### config.mk
export PLATFORM = sky130hd
export DESIGN_NAME = interfaccia_ricezione
export DESIGN_NICKNAME = d
export VERILOG_FILES = /design/src/rtl/interfaccia_ricezione.sv
export SDC_FILE = /design/constraint.sdc
export NUM_CORES = 1
export LEC_CHECK = 0
export CAP_MARGIN = 30
export CORE_UTILIZATION = 25
export CTS_CLUSTER_DIAMETER = 50
export DETAILED_ROUTE_END_ITERATION = 7
export PLACE_DENSITY = 0.51
export SYNTH_ARGS = -nofsm -noshare
export SYNTH_HDL_FRONTEND = slang
export SYNTH_SLANG_ARGS = --single-unit
### constraint.sdc
create_clock -name clock -period 10.5 [get_ports clock]
set_input_delay 2.1 -clock clock [delete_from_list [all_inputs] [get_ports clock]]
set_output_delay 2.1 -clock clock [all_outputs]
set_load 0.01 [all_outputs]
### src/rtl/interfaccia_ricezione.sv
// Receive side of a two-phase RDY/ACK handshake feeding a small FIFO.
// A pending message is one whose RDY toggle has not yet been answered by an ACK toggle.
module interfaccia_ricezione #(
  parameter int WIDTH = 32,
  parameter int DEPTH = 4
) (
  input  logic                     clock,
  input  logic                     reset,
  input  logic [WIDTH-1:0]         msg_in,
  input  logic                     rdy_line,
  output logic                     ack_line,
  output logic [WIDTH-1:0]         out_data,
  output logic                     out_valid,
  input  logic                     out_take,
  output logic [$clog2(DEPTH):0]   count
);

  localparam int AW = $clog2(DEPTH);
  localparam int CW = AW + 1;

  logic [WIDTH-1:0] buf_mem [DEPTH];
  logic [AW-1:0]    wr_ptr;
  logic [AW-1:0]    rd_ptr;
  logic [CW-1:0]    cnt;
  logic             rdy_seen;
  logic             ack_q;

  logic pending;
  logic full;
  logic empty;
  logic accept;
  logic pop;

  // Full is judged on the pre-edge count, so a pop at the same edge does not free a slot yet.
  assign pending = rdy_line ^ rdy_seen;
  assign full    = (cnt == CW'(DEPTH));
  assign empty   = (cnt == '0);
  assign accept  = pending && !full;
  assign pop     = out_take && !empty;

  always_ff @(posedge clock) begin
    if (reset) begin
      rdy_seen <= 1'b0;
      ack_q    <= 1'b0;
      wr_ptr   <= '0;
      rd_ptr   <= '0;
      cnt      <= '0;
    end else begin
      if (accept) begin
        wr_ptr   <= wr_ptr + AW'(1);
        rdy_seen <= ~rdy_seen;
        ack_q    <= ~ack_q;
      end
      if (pop) begin
        rd_ptr <= rd_ptr + AW'(1);
      end
      if (accept && !pop) begin
        cnt <= cnt + CW'(1);
      end else if (pop && !accept) begin
        cnt <= cnt - CW'(1);
      end
    end
  end

  // Storage needs no reset; occupancy is tracked entirely by the pointers and count.
  always_ff @(posedge clock) begin
    if (!reset && accept) begin
      buf_mem[wr_ptr] <= msg_in;
    end
  end

  assign ack_line  = ack_q;
  assign out_data  = buf_mem[rd_ptr];
  assign out_valid = !empty;
  assign count     = cnt;

endmodule
Word-level counts from Yosys, hierarchy flattened
Memories as Yosys holds them, arrays and structs flattened. A register that Yosys moved wholly into a read port is not among the register bits.
Index checks and enable logic that the tools add are counted.
Widths: inputs -> output; s select.

word-level totals
  register bits = 9
  bits in latches = 0
  bits in writable memories = 128
  bits in read-only memories = 0
  input port bits = 36
  output and inout bits = 37
  word-level logic and storage cells = 32
  memories kept = 1

operators by class
  add/subtract/negate cells = 4
  $mul = 0
  divide/modulo/power cells = 0
  magnitude comparators = 0
  eq/ne operators = 1
  shift operators = 0
  muxes and demuxes = 6
  bitwise gates (word level) = 3
  reduce and logical (&&, ||, !) cells = 12

memories
  name     words  width  rd ports  clocked after Yosys merged registers in  wr ports  line  text
  buf_mem  4      32     1         1                                        1         21    logic [WIDTH-1:0] buf_mem [DEPTH];

operators with widths
  cell                 count
  $mux 3               2
  $logic_and 1x1->1    5
  $logic_not 1->1      5
  $add 2x1->2 const B  2
  $mux 2               2
  $add 3x1->3 const B  1
  $eq 3x3->1 const B   1
  $logic_not 3->1      1
  $sub 3x1->3 const B  1
  $mux 1               2
  $not 1->1            2
  $reduce_bool 2->1    1
  $xor 1x1->1          1

Logic depth before layout (Yosys ltp)
Gate-level depths: netlist (run 1).

  word-level depth = 7
  depth in mapped cells = 9
  gate-level depth less buffers = 9

Least setup slack after synthesis (run 1)
No wires, ideal clock.

  path kind = input to register
  start point = input port rdy_line
  end point = memory buf_mem[0][0], enable pin
  library setup time = 0.468 ns
  arrival = 4.913 ns
  data required time = 10.032 ns
  setup slack = 5.119 ns
  cell stages on the path = 3
  buffers on the path = 0
  cell sequence = xnor2_1 > or2_4 > nor3b_1

on the way
  longest elaborated chain between the ends = 5

RTL lines
  what                          line  text
  start, declared               10    input logic rdy_line,
  $xor 1x1->1                   35    assign pending = rdy_line ^ rdy_seen;
  $logic_and 1x1->1             38    assign accept = pending && !full;
  $logic_and 1x1->1             67    if (!reset && accept) begin
  $mux 1                        67
  $mux 1 (not written as such)  68    buf_mem[wr_ptr] <= msg_in;
  end, declared                 21

No other way between the ends.

==> impl_metrics.sql, run 1 <==
INSERT INTO impl_metrics (metric_group, metric, value, unit) VALUES
('sta', 'relSlewSlack', '37.60', '%'),
('logic_synthesis', 'yosys.area.top_type_share', '74.33', '%'),
('setup_path', 'worst-endpoint-required', '8.40', 'ns'),
('sta', 'timing.final.ws_setup', '5.743', 'ns'),
('placement', 'detailed_place_hpwl', '6073', 'um'),
('cells_and_area', 'most-common-layout-cells', '128 x edfxtp_1, 72 x clkdlybuf4s50_1, 32 x mux4_2, 17 x clkbuf_16', ''),
('sta', 'slew_viol_final', '0', ''),
('setup_path', 'end_kind', 'primary output', ''),
('clock_tree', 'worst_skew_pair.late_latency', '0.42', 'ns'),
('placement', 'postPlaceCellArea', '6277', 'um^2'),
('clock_tree', 'cts.clk_slew.worst_paths', '0.06', 'ns'),
('routing', 'route.detailed.vias_per_inst', '4.132', ''),
('placement', 'gp_congestion', '0.6507', ''),
('routing', 'drc_violation_count_after_routing', '0', ''),
('power', 'vdd_drop_max', '0.1053', 'mV'),
('cells_and_area', 'fill_cells', '1883', ''),
('cells_and_area', 'final_layout_size_suffix_gt1_share', '25.69', '%'),
('logic_synthesis', 'cell_count_after_synthesis', '222', ''),
('logic_synthesis', 'syn_avg_cell_area', '23.29', 'um^2'),
('clock_tree', 'ctsHtreeMaxLevel', '4', ''),
('sta', 'timing.clock.skew', '0.01421', 'ns'),
('global_routing', 'grt_antenna_before_repair', '0', ''),
('placement', 'pre_cts_slack', '6.015', 'ns'),
('clock_tree', 'cts.repair.resized', '0', ''),
('die', 'die_area', '21260', 'um^2'),
('die', 'placement_row_count', '52', ''),
('logic_synthesis', 'netlist_area', '5171', 'um^2'),
('run', 'max_cap_violations', '0', ''),
('placement', 'port_buffers', '72', ''),
('sta', 'max_freq', '210.2', 'MHz'),
('cells_and_area', 'antenna-diode-count', '0', ''),
('setup_path', 'critical_path.max_fanout', '19', ''),
('logic_synthesis', 'postSynthNetCount', '264', ''),
('sta', 'post-route-min-period', '4.757', 'ns'),
('global_routing', 'grt_start_max_net_pins', '33', ''),
('setup_path', 'timing.critical_path.cells', 'buf_4 -> mux4_2 -> clkdlybuf4s50_1', ''),
('cells_and_area', 'layout.cells.most_common', 'edfxtp_1', ''),
('sta', 'worst_hold_slack', '0.5254', 'ns'),
('logic_synthesis', 'seq_area_frac_synth', '78.59', '%'),
('sta', 'rsz0062_at_grt', 'false', ''),
('cells_and_area', 'area_growth', '33.41', '%'),
('routing', 'drt_pass1_iterations', '4', ''),
('sta', 'setup_total_negative_slack', '0', 'ns'),
('die', 'die_h', '145.8', 'um'),
('clock_tree', 'clockRootBuffer', 'clkbuf_16', ''),
('setup_path', 'critPathLaunchType', 'register', ''),
('routing', 'wire_length_reported_by_the_detailed_router', '9863', 'um'),
('cells_and_area', 'finish.net_count', '356', ''),
('routing', 'drtIter0Drc', '115', ''),
('hold_path', 'min-delay-path-class', 'register to register', ''),
('logic_synthesis', 'post-synth-top-area-cell', 'edfxtp_1', ''),
('logic_synthesis', 'synth.yosys.warnings', '0', ''),
('die', 'top_level_ports', '73', ''),
('die', 'floorplan.initialDensity', '25.56', '%'),
('status', 'run_status', 'completed', ''),
('sta', 'hold_violations', '0', ''),
('clock_tree', 'cts-root-to-sink-buffers', '2', ''),
('setup_path', 'critPathArrivalTime', '2.66', 'ns'),
('global_routing', 'grt.total_usage', '10.19', '%'),
('setup_path', 'max_stage_delay', '0.66', 'ns'),
('sta', 'setup_viol_count_final', '0', ''),
('clock_tree', 'hold_buf_cts', '0', ''),
('global_routing', 'grt_pass1_wl', '15480', 'um'),
('power', 'power.static_leakage', '2.197', 'nW'),
('routing', 'routedWlPerCell', '16.52', 'um'),
('setup_path', 'crit_slowest_cell', 'dfxtp_2', ''),
('die', 'fp.coreArea', '20230', 'um^2'),
('die', 'die_x', '145.8', 'um'),
('power', 'report.power.total', '0.001687', 'W'),
('setup_path', 'timing_worst_setup_path_type', 'register to primary output', ''),
('power', 'power.density', '244.5', 'nW/um^2');
layer usage:
| layer | up-vias | wire length [um] | track usage (%) |
|---|---|---|---|
| met1 | 1280 | 4324 | 12.04 |
| met4 | 0 | 160 | 4.737 |
| met3 | 12 | 536 | 4.138 |
| li1 | 1108 | - | - |
| met2 | 67 | 4841 | 16.20 |
| met5 | - | 0 | 0 |
stage by stage:
stage,util [%],instances
3_5_place_dp,31.02,565
2_1_floorplan,-,222
4_1_cts,34.10,597
5_1_grt,34.10,597
3_3_place_gp,31.02,565
6_report,34.10,597
cell families (layout without fill, tap and decap cells):
logic type,count (synthesis),count (layout),share of synthesized area [%]
adders and majority gates,6,6,1.597
and+or+nand+nor,18,18,2.347
xor gates and xnor gates,5,5,0.8468
DFF,139,139,78.59
AOI/OAI and AO/OA,7,7,0.8468
buffers and inverters,12,117,1.161
muxes,35,35,14.61
flip-flops by register name, indices dropped and copies added (netlist names), named ones only:
name,count
rdy_seen,1
count,3
ack_line,1
wr_ptr,2
rd_ptr,2
buf_mem,128
worst paths after layout:
path / from / to / slack, ns / depth (start not counted)
hold reg to reg: rdy_seen$_SDFFE_PP0P_ / rdy_seen$_SDFFE_PP0P_ / 0.53 / 2
setup / recovery: register / out_data[14] / 5.74 / 3
hold / removal: rdy_seen$_SDFFE_PP0P_ / rdy_seen$_SDFFE_PP0P_ / 0.53 / 2
setup reg to reg: count[0]$_SDFFE_PP0P_ / count[2]$_SDFFE_PP0P_ / 8.08 / 9
critical path, delay by kind of cell (launching register included):
kind                   cells  cell delay [ns]
buffers and inverters      2             0.97
flip-flops                 1             0.66
multiplexers               1             0.58
Yosys cell counts (all sizes together):
library cell,instances
buf,7
a21oi,2
nor2,7
o31ai,2
mux4,32
ha,5
o21ai,2
o311ai,1
clkbuf,1
dfxtp,11
or3,3
nor3b,5
xnor2,1
mux2,1
edfxtp,128
nor2b,1
or2,1
mux2i,2
or4b,1
xor2,4
inv,4
fa,1
power breakdown:
part / switching [W] / internal (W) / leakage [nW] / total (W)
registers: 0.0000422 / 0.000657 / 1.25 / 0.000699
clock network: 0.000225 / 0.000397 / 0.297 / 0.000621
logic: 0.000148 / 0.000219 / 0.647 / 0.000367
total: 0.000415 / 0.00127 / 2.20 / 0.00169
cell type report:
class | count | area, um^2 | area share, %
clock buffer | 17 | 425.4 | 6.166
clock inverter | 15 | 196.4 | 2.847
inverter | 4 | 17.52 | 0.2539
multi-input combinational | 71 | 1067 | 15.47
sequential | 139 | 4066 | 58.94
tap | 270 | 337.8 | 4.897
timing repair buffer | 81 | 788.3 | 11.43
No activity file was read; power rests on OpenSTA's default activity.
==> inputs of run 2 (changes only) <==
--- a/config.mk
+++ b/config.mk
@@ -9,7 +9,7 @@
 export CORE_UTILIZATION = 25
 export CTS_CLUSTER_DIAMETER = 50
 export DETAILED_ROUTE_END_ITERATION = 7
-export PLACE_DENSITY = 0.51
+export PLACE_DENSITY = 0.52
 export SYNTH_ARGS = -nofsm -noshare
 export SYNTH_HDL_FRONTEND = slang
 export SYNTH_SLANG_ARGS = --single-unit
==> constraint.sdc (replaced) <==
create_clock -name clock -period 4.1 [get_ports clock]
set_input_delay 0.82 -clock clock [delete_from_list [all_inputs] [get_ports clock]]
set_output_delay 0.82 -clock clock [all_outputs]
set_load 0.01 [all_outputs]
==> impl_metrics.sql, run 2 (synthesized netlist as in run 1, its figures left out) <==
INSERT INTO impl_metrics (metric_group, metric, value, unit) VALUES
('status', 'run_status', 'completed', ''),
('setup_path', 'timing.critical_path.cells', 'buf_12 -> mux4_2 -> clkdlybuf4s50_1', ''),
('clock_tree', 'clockRootBuffer', 'clkbuf_16', ''),
('routing', 'drc_violation_count_after_routing', '0', ''),
('clock_tree', 'clock_tree_from_tritoncts', 'built', ''),
('setup_path', 'end_kind', 'primary output', ''),
('cells_and_area', 'multi_input_area', '1067', 'um^2'),
('routing', 'met3_length', '437', 'um'),
('clock_tree', 'cts.clk_slew.worst_paths', '0.06', 'ns'),
('setup_path', 'kind_of_cell_adding_the_most_delay_to_the_critical_path', 'buffers and inverters', ''),
('global_routing', 'grt_antenna_before_repair', '1', ''),
('setup_path', 'critPathArrivalTime', '2.47', 'ns'),
('sta', 'fin_crit_sh', '80.28', '%'),
('sta', 'worst_slew_pin_slew', '0.9588', 'ns'),
('routing', 'ant_nets', '0', ''),
('routing', 'wire_length_reported_by_the_detailed_router', '9848', 'um'),
('setup_path', 'startpoint_of_the_worst_slack_reg_to_reg_timing_path', 'count[0]$_SDFFE_PP0P_', ''),
('placement', 'placed_instances', '565', ''),
('sta', 'timing.clock.skew', '0.007100', 'ns'),
('routing', 'met2WireLength', '4895', 'um'),
('power', 'power.density', '627.1', 'nW/um^2'),
('hold_path', 'min-delay-path-class', 'register to register', ''),
('die', 'placement_row_count', '52', ''),
('die', 'die_area', '21260', 'um^2'),
('clock_tree', 'tritoncts.num_buffers', '17', ''),
('routing', 'num_vias', '2426', ''),
('clock_tree', 'cts_setup_buffers', '0', ''),
('cells_and_area', 'most-common-layout-cells', '128 x edfxtp_1, 72 x clkdlybuf4s50_1, 32 x mux4_2, 17 x clkbuf_16, 9 x dfxtp_1', ''),
('routing', 'route.layer.met1.wl', '4377', 'um'),
('sta', 'max_freq', '303.8', 'MHz'),
('sta', 'worst_hold_slack', '0.5206', 'ns'),
('setup_path', 'reg2reg_depth', '9', ''),
('global_routing', 'grt_pass1_wl', '15790', 'um'),
('setup_path', 'critPathLaunchType', 'register', ''),
('clock_tree', 'ctsHtreeMaxLevel', '4', ''),
('sta', 'rsz0062_at_grt', 'false', ''),
('routing', 'drtIter0Drc', '107', ''),
('global_routing', 'grt.total_usage', '10.27', '%'),
('die', 'die_h', '145.8', 'um'),
('power', 'vdd_drop_max', '0.2555', 'mV'),
('sta', 'post-route-min-period', '3.291', 'ns'),
('die', 'fp.coreArea', '20230', 'um^2'),
('global_routing', 'vias_in_the_first_global_route', '2752', ''),
('cells_and_area', 'fill_cells', '1888', ''),
('cells_and_area', 'final_layout_size_suffix_gt1_share', '25.77', '%'),
('setup_path', 'critical_path.max_fanout', '17', ''),
('clock_tree', 'cts.repair.resized', '0', ''),
('cells_and_area', 'area_growth', '33.70', '%'),
('sta', 'hold_violations', '0', ''),
('global_routing', 'grt_start_max_net_pins', '33', ''),
('routing', 'drt_pass1_iterations', '4', ''),
('die', 'floorplan.initialDensity', '25.56', '%'),
('placement', 'port_buffers', '72', ''),
('setup_path', 'timing_worst_setup_path_type', 'register to primary output', ''),
('run', 'max_cap_violations', '0', ''),
('setup_path', 'sum_of_buffers_and_inverters_on_the_critical_path', '2', ''),
('placement', 'gp_congestion', '0.6765', ''),
('setup_path', 'timing.reg2reg.setup_slack', '1.69', 'ns'),
('cells_and_area', 'largest_register_ffs', '128', ''),
('global_routing', 'grt_remaining_overflow', '0', ''),
('setup_path', 'worst-endpoint-required', '3.28', 'ns'),
('cells_and_area', 'largest-register', 'buf_mem', ''),
('die', 'top_level_ports', '73', ''),
('routing', 'routedWlPerCell', '16.50', 'um'),
('placement', 'detailed_place_hpwl', '6134', 'um'),
('die', 'die_x', '145.8', 'um'),
('clock_tree', 'hold_buf_cts', '0', ''),
('clock_tree', 'cts-root-to-sink-buffers', '2', ''),
('setup_path', 'max_stage_delay', '0.73', 'ns'),
('sta', 'relSlewSlack', '36.08', '%'),
('cells_and_area', 'seq_area', '4066', 'um^2'),
('routing', 'top_signal_layer_used', 'met4', ''),
('setup_path', 'crit_slowest_cell', 'dfxtp_2', ''),
('cells_and_area', 'finish.net_count', '356', ''),
('cells_and_area', 'layout.cells.most_common', 'edfxtp_1', ''),
('clock_tree', 'cts_sinks', '139', ''),
('power', 'power.static_leakage', '2.199', 'nW'),
('cells_and_area', 'finalNonFillerCells', '597', ''),
('hold_path', 'hold_startpoint', 'rdy_seen$_SDFFE_PP0P_', ''),
('hold_path', 'worst_hold_path.num_cells', '2', ''),
('setup_path', 'reg2reg_to', 'count[2]$_SDFFE_PP0P_', ''),
('sta', 'setup_viol_count_final', '0', ''),
('sta', 'slew_viol_final', '0', ''),
('clock_tree', 'worst_skew_pair.late_latency', '0.41', 'ns'),
('hold_path', 'min_delay_worst_endpoint', 'rdy_seen$_SDFFE_PP0P_', ''),
('routing', 'route.detailed.vias_per_inst', '4.064', '');
[run 2: changes by cell type in the layout (fill, tap and decap cells not counted)]
cell | previous run | this run
diode_2 | 0 | 1
clkinv_1 | 1 | 0
clkinv_4 | 2 | 4
clkinv_2 | 3 | 2
buf_12 | 0 | 1
buf_4 | 9 | 8
inv_6 | 2 | 1
[run 2: stage by stage]
step	instance area [um^2]	setup WS, ns	total power [W]	util [%]	TNS (ns)
final	6914	0.8086	0.004336	34.17	0
after global routing	6912	0.6116	0.004549	34.16	0
after CTS	6912	0.7126	0.004410	34.16	0
after detailed placement	6290	0.8966	0.002793	31.08	0
after global placement	6290	0.9553	0.002787	31.08	0
after floorplan	5171	-0.001124	0.002328	-	-0.1311
[run 2: layer usage]
| metal | up-vias | track usage [%] |
|---|---|---|
| met5 | - | 0 |
| met4 | 0 | 4.421 |
| met3 | 10 | 4.138 |
| met2 | 54 | 16.10 |
| met1 | 1255 | 12.48 |
| li1 | 1107 | - |
[run 2: how the worst max path moves through the flow]
| stage | from | endpoint | slack (ns) | depth (start not counted) |
|---|---|---|---|---|
| after global placement | rdy_line | count[2]$_SDFFE_PP0P_ | 0.96 | 10 |
| after floorplan | rdy_line | buf_mem[0][0]$_DFFE_PP_ | -0.001 | 3 |
| after detailed placement | rdy_line | count[2]$_SDFFE_PP0P_ | 0.90 | 10 |
| after CTS | register | out_data[25] | 0.71 | 3 |
| final | register | out_data[25] | 0.81 | 3 |
| after global routing | register | out_data[25] | 0.61 | 3 |
[run 2: cell type report]
cell class / instances / share of cell area, %
antenna: 1 / 0.03619
clock buffer: 17 / 6.153
clock inverter: 14 / 2.841
inverter: 4 / 0.2533
multi-input combinational: 71 / 15.44
sequential: 139 / 58.81
tap: 270 / 4.886
timing repair buffer: 81 / 11.58
[run 2: report_power, final]
| group | total, W | switching (W) | internal (W) |
|---|---|---|---|
| Sequential | 0.00180 | 0.000117 | 0.00168 |
| Clock | 0.00159 | 0.000577 | 0.00102 |
| Combinational | 0.000944 | 0.000372 | 0.000572 |
| Total | 0.00434 | 0.00107 | 0.00327 |
[run 2: worst register-to-register path: cells and delay by family, from the launching register on]
family / cells / cell delay (ns)
compound gates: 1 / 0.14
xor+xnor: 1 / 0.16
fa+ha+maj: 2 / 0.54
buf+inv: 2 / 0.14
flops: 1 / 0.53
simple gates: 3 / 0.82
==> inputs of run 3 (changes only) <==
--- a/config.mk
+++ b/config.mk
@@ -9,7 +9,7 @@
 export CORE_UTILIZATION = 25
 export CTS_CLUSTER_DIAMETER = 50
 export DETAILED_ROUTE_END_ITERATION = 7
-export PLACE_DENSITY = 0.52
+export PLACE_DENSITY = 0.51
 export SYNTH_ARGS = -nofsm -noshare
 export SYNTH_HDL_FRONTEND = slang
 export SYNTH_SLANG_ARGS = --single-unit
==> constraint.sdc (replaced) <==
create_clock -name clock -period 3.4 [get_ports clock]
set_input_delay 0.68 -clock clock [delete_from_list [all_inputs] [get_ports clock]]
set_output_delay 0.68 -clock clock [all_outputs]
set_load 0.01 [all_outputs]
==> impl_metrics.sql, run 3 (synthesized netlist as in run 1, its figures left out) <==
INSERT INTO impl_metrics (metric_group, metric, value, unit) VALUES
('global_routing', 'vias_in_the_first_global_route', '2734', ''),
('hold_path', 'worst_hold_path.num_cells', '2', ''),
('power', 'vdd_drop_max', '0.3737', 'mV'),
('setup_path', 'critPathArrivalTime', '2.16', 'ns'),
('global_routing', 'grt_remaining_overflow', '0', ''),
('power', 'report.power.total', '0.005218', 'W'),
('placement', 'placed_instances', '567', ''),
('placement', 'port_buffers', '72', ''),
('setup_path', 'timing_worst_setup_path_type', 'register to primary output', ''),
('sta', 'rsz0062_at_grt', 'false', ''),
('setup_path', 'critical_path_cell_count', '3', ''),
('power', 'seq_power_share', '40.1', '%'),
('sta', 'post-route-min-period', '2.844', 'ns'),
('routing', 'drc_violation_count_after_routing', '0', ''),
('clock_tree', 'ctsHtreeMaxLevel', '4', ''),
('clock_tree', 'cts.clk_slew.worst_paths', '0.06', 'ns'),
('die', 'top_level_ports', '73', ''),
('routing', 'routedWlPerCell', '16.56', 'um'),
('routing', 'drtIter0Drc', '114', ''),
('setup_path', 'kind_of_cell_adding_the_most_delay_to_the_critical_path', 'buffers and inverters', ''),
('global_routing', 'grt.total_usage', '10.21', '%'),
('run', 'max_cap_violations', '0', ''),
('clock_tree', 'worst_skew_pair.late_latency', '0.42', 'ns'),
('clock_tree', 'clock_tree_from_tritoncts', 'built', ''),
('routing', 'met2WireLength', '5029', 'um'),
('placement', 'postPlaceCellArea', '6305', 'um^2'),
('clock_tree', 'cts_setup_buffers', '0', ''),
('cells_and_area', 'largest_register_ffs', '128', ''),
('setup_path', 'reg2reg_depth', '9', ''),
('global_routing', 'grt_pass1_wl', '15550', 'um'),
('die', 'die_area', '21260', 'um^2'),
('placement', 'detailed_place_hpwl', '6110', 'um'),
('routing', 'route.detailed.vias_per_inst', '4.170', ''),
('cells_and_area', 'finalNonFillerCells', '599', ''),
('placement', 'gp_congestion', '0.6688', ''),
('power', 'cellInternalPower', '0.003938', 'W'),
('cells_and_area', 'largest-register', 'buf_mem', ''),
('routing', 'top_signal_layer_used', 'met4', ''),
('die', 'placement_row_count', '52', ''),
('global_routing', 'grt_antenna_before_repair', '0', ''),
('routing', 'ant_nets', '0', ''),
('setup_path', 'max_stage_delay', '0.58', 'ns'),
('clock_tree', 'cts_sinks', '139', ''),
('hold_path', 'min-delay-path-class', 'register to register', ''),
('power', 'power_frac_comb', '23.3', '%'),
('routing', 'wire_length_reported_by_the_detailed_router', '9918', 'um'),
('cells_and_area', 'design_area', '6914', 'um^2'),
('power', 'power.static_leakage', '2.197', 'nW'),
('die', 'fp.coreArea', '20230', 'um^2'),
('power', 'power.switching_fraction', '24.54', '%'),
('routing', 'drt_pass1_iterations', '4', ''),
('cells_and_area', 'area_growth', '33.70', '%'),
('setup_path', 'timing.critical_path.cells', 'buf_4 -> mux4_2 -> clkdlybuf4s50_1', ''),
('setup_path', 'reg2reg_to', 'count[2]$_SDFFE_PP0P_', ''),
('routing', 'met3_length', '498', 'um'),
('setup_path', 'critical_path.max_fanout', '16', ''),
('sta', 'max_freq', '351.6', 'MHz'),
('die', 'die_x', '145.8', 'um'),
('cells_and_area', 'most-common-layout-cells', '128 x edfxtp_1, 72 x clkdlybuf4s50_1, 32 x mux4_2, 17 x clkbuf_16, 10 x buf_4', ''),
('sta', 'timing.clock.skew', '0.01224', 'ns'),
('sta', 'worst_slew_pin_slew', '0.6648', 'ns'),
('sta', 'hold_violations', '0', ''),
('die', 'die_h', '145.8', 'um'),
('sta', 'relSlewSlack', '55.54', '%'),
('global_routing', 'grt_start_max_net_pins', '33', ''),
('setup_path', 'end_kind', 'primary output', ''),
('sta', 'setup_viol_count_final', '0', ''),
('cells_and_area', 'finish.net_count', '358', ''),
('cells_and_area', 'antenna-diode-count', '0', ''),
('setup_path', 'crit_slowest_cell', 'mux4_2', ''),
('die', 'floorplan.initialDensity', '25.56', '%'),
('power', 'power.density', '754.7', 'nW/um^2'),
('clock_tree', 'tritoncts.num_buffers', '17', ''),
('setup_path', 'critPathCapture', 'out_data[0]', ''),
('power', 'switching_power', '0.001280', 'W'),
('routing', 'num_vias', '2498', ''),
('setup_path', 'critPathLaunchType', 'register', ''),
('cells_and_area', 'final_layout_size_suffix_gt1_share', '25.23', '%'),
('cells_and_area', 'final_util', '34.17', '%'),
('cells_and_area', 'layout.cells.most_common', 'edfxtp_1', ''),
('setup_path', 'worst-endpoint-required', '2.72', 'ns'),
('clock_tree', 'hold_buf_cts', '0', ''),
('power', 'p_clk_share', '36.5', '%'),
('clock_tree', 'cts.repair.resized', '0', ''),
('sta', 'slew_viol_final', '0', ''),
('setup_path', 'startpoint_of_the_worst_slack_reg_to_reg_timing_path', 'count[1]$_SDFFE_PP0P_', ''),
('clock_tree', 'cts-root-to-sink-buffers', '2', ''),
('clock_tree', 'clockRootBuffer', 'clkbuf_16', ''),
('setup_path', 'timing.reg2reg.setup_slack', '0.95', 'ns'),
('status', 'run_status', 'completed', ''),
('sta', 'fin_crit_sh', '83.66', '%'),
('routing', 'route.layer.met1.wl', '4232', 'um'),
('setup_path', 'sum_of_buffers_and_inverters_on_the_critical_path', '2', '');
-- run 3: changes by cell type in the layout (fill, tap and decap cells not counted) --
cell,previous run,this run
clkinvlp_4,3,4
clkinv_4,4,1
diode_2,1,0
inv_6,1,0
buf_4,8,10
clkbuf_1,0,3
clkinv_1,0,1
-- run 3: worst min path at each step --
stage,startpoint,endpoint,slack [ns]
after CTS,rdy_seen$_SDFFE_PP0P_,rdy_seen$_SDFFE_PP0P_,0.52
final,rdy_seen$_SDFFE_PP0P_,rdy_seen$_SDFFE_PP0P_,0.52
after global placement,rdy_seen$_SDFFE_PP0P_,rdy_seen$_SDFFE_PP0P_,0.51
after detailed placement,rdy_seen$_SDFFE_PP0P_,rdy_seen$_SDFFE_PP0P_,0.51
after global routing,rdy_seen$_SDFFE_PP0P_,rdy_seen$_SDFFE_PP0P_,0.55
after floorplan,rd_ptr[1]$_SDFFE_PP0P_,register,0.48
-- run 3: power by group through the flow --
stage               sequential (W)  combinational, W  clock, W
floorplan                  0.00213          0.000677         0
global placement           0.00212           0.00124         0
detailed placement         0.00213           0.00125         0
CTS                        0.00210           0.00125   0.00196
global route               0.00211           0.00132   0.00202
finish                     0.00209           0.00122   0.00191
-- run 3: worst reg2reg max path, stage by stage, from the launching register on --
cell     delay, ns
dfxtp_1       0.51
nor3b_4       0.10
or2_4         0.31
inv_4         0.08
ha_1          0.19
inv_1         0.06
fa_1          0.38
xor2_1        0.16
or3_2         0.42
a21oi_1       0.16
-- run 3: routing by layer --
metal | up-vias | GRT usage (%)
li1 | 1114 | -
met3 | 13 | 4.263
met5 | - | 0
met1 | 1308 | 11.85
met2 | 63 | 16.60
met4 | 0 | 4.263
-- run 3: metrics by stage --
step                      worst slack [ns]  hold WS, ns  setup TNS (ns)
after floorplan                    -0.5611       0.4847          -71.81
after global placement              0.3700       0.5071               0
after detailed placement            0.2675       0.5092               0
after CTS                           0.5039       0.5229               0
after global routing                0.4419       0.5478               0
final                               0.5556       0.5152               0
-- run 3: cell type report --
cell class	instances	area, um^2
Clock buffer	20	436.7
Clock inverter	12	172.7
Fill cell	1923	13320
Inverter	4	17.52
Multi-Input combinational cell	71	1067
Sequential cell	139	4066
Tap cell	270	337.8
Timing Repair Buffer	83	815.8
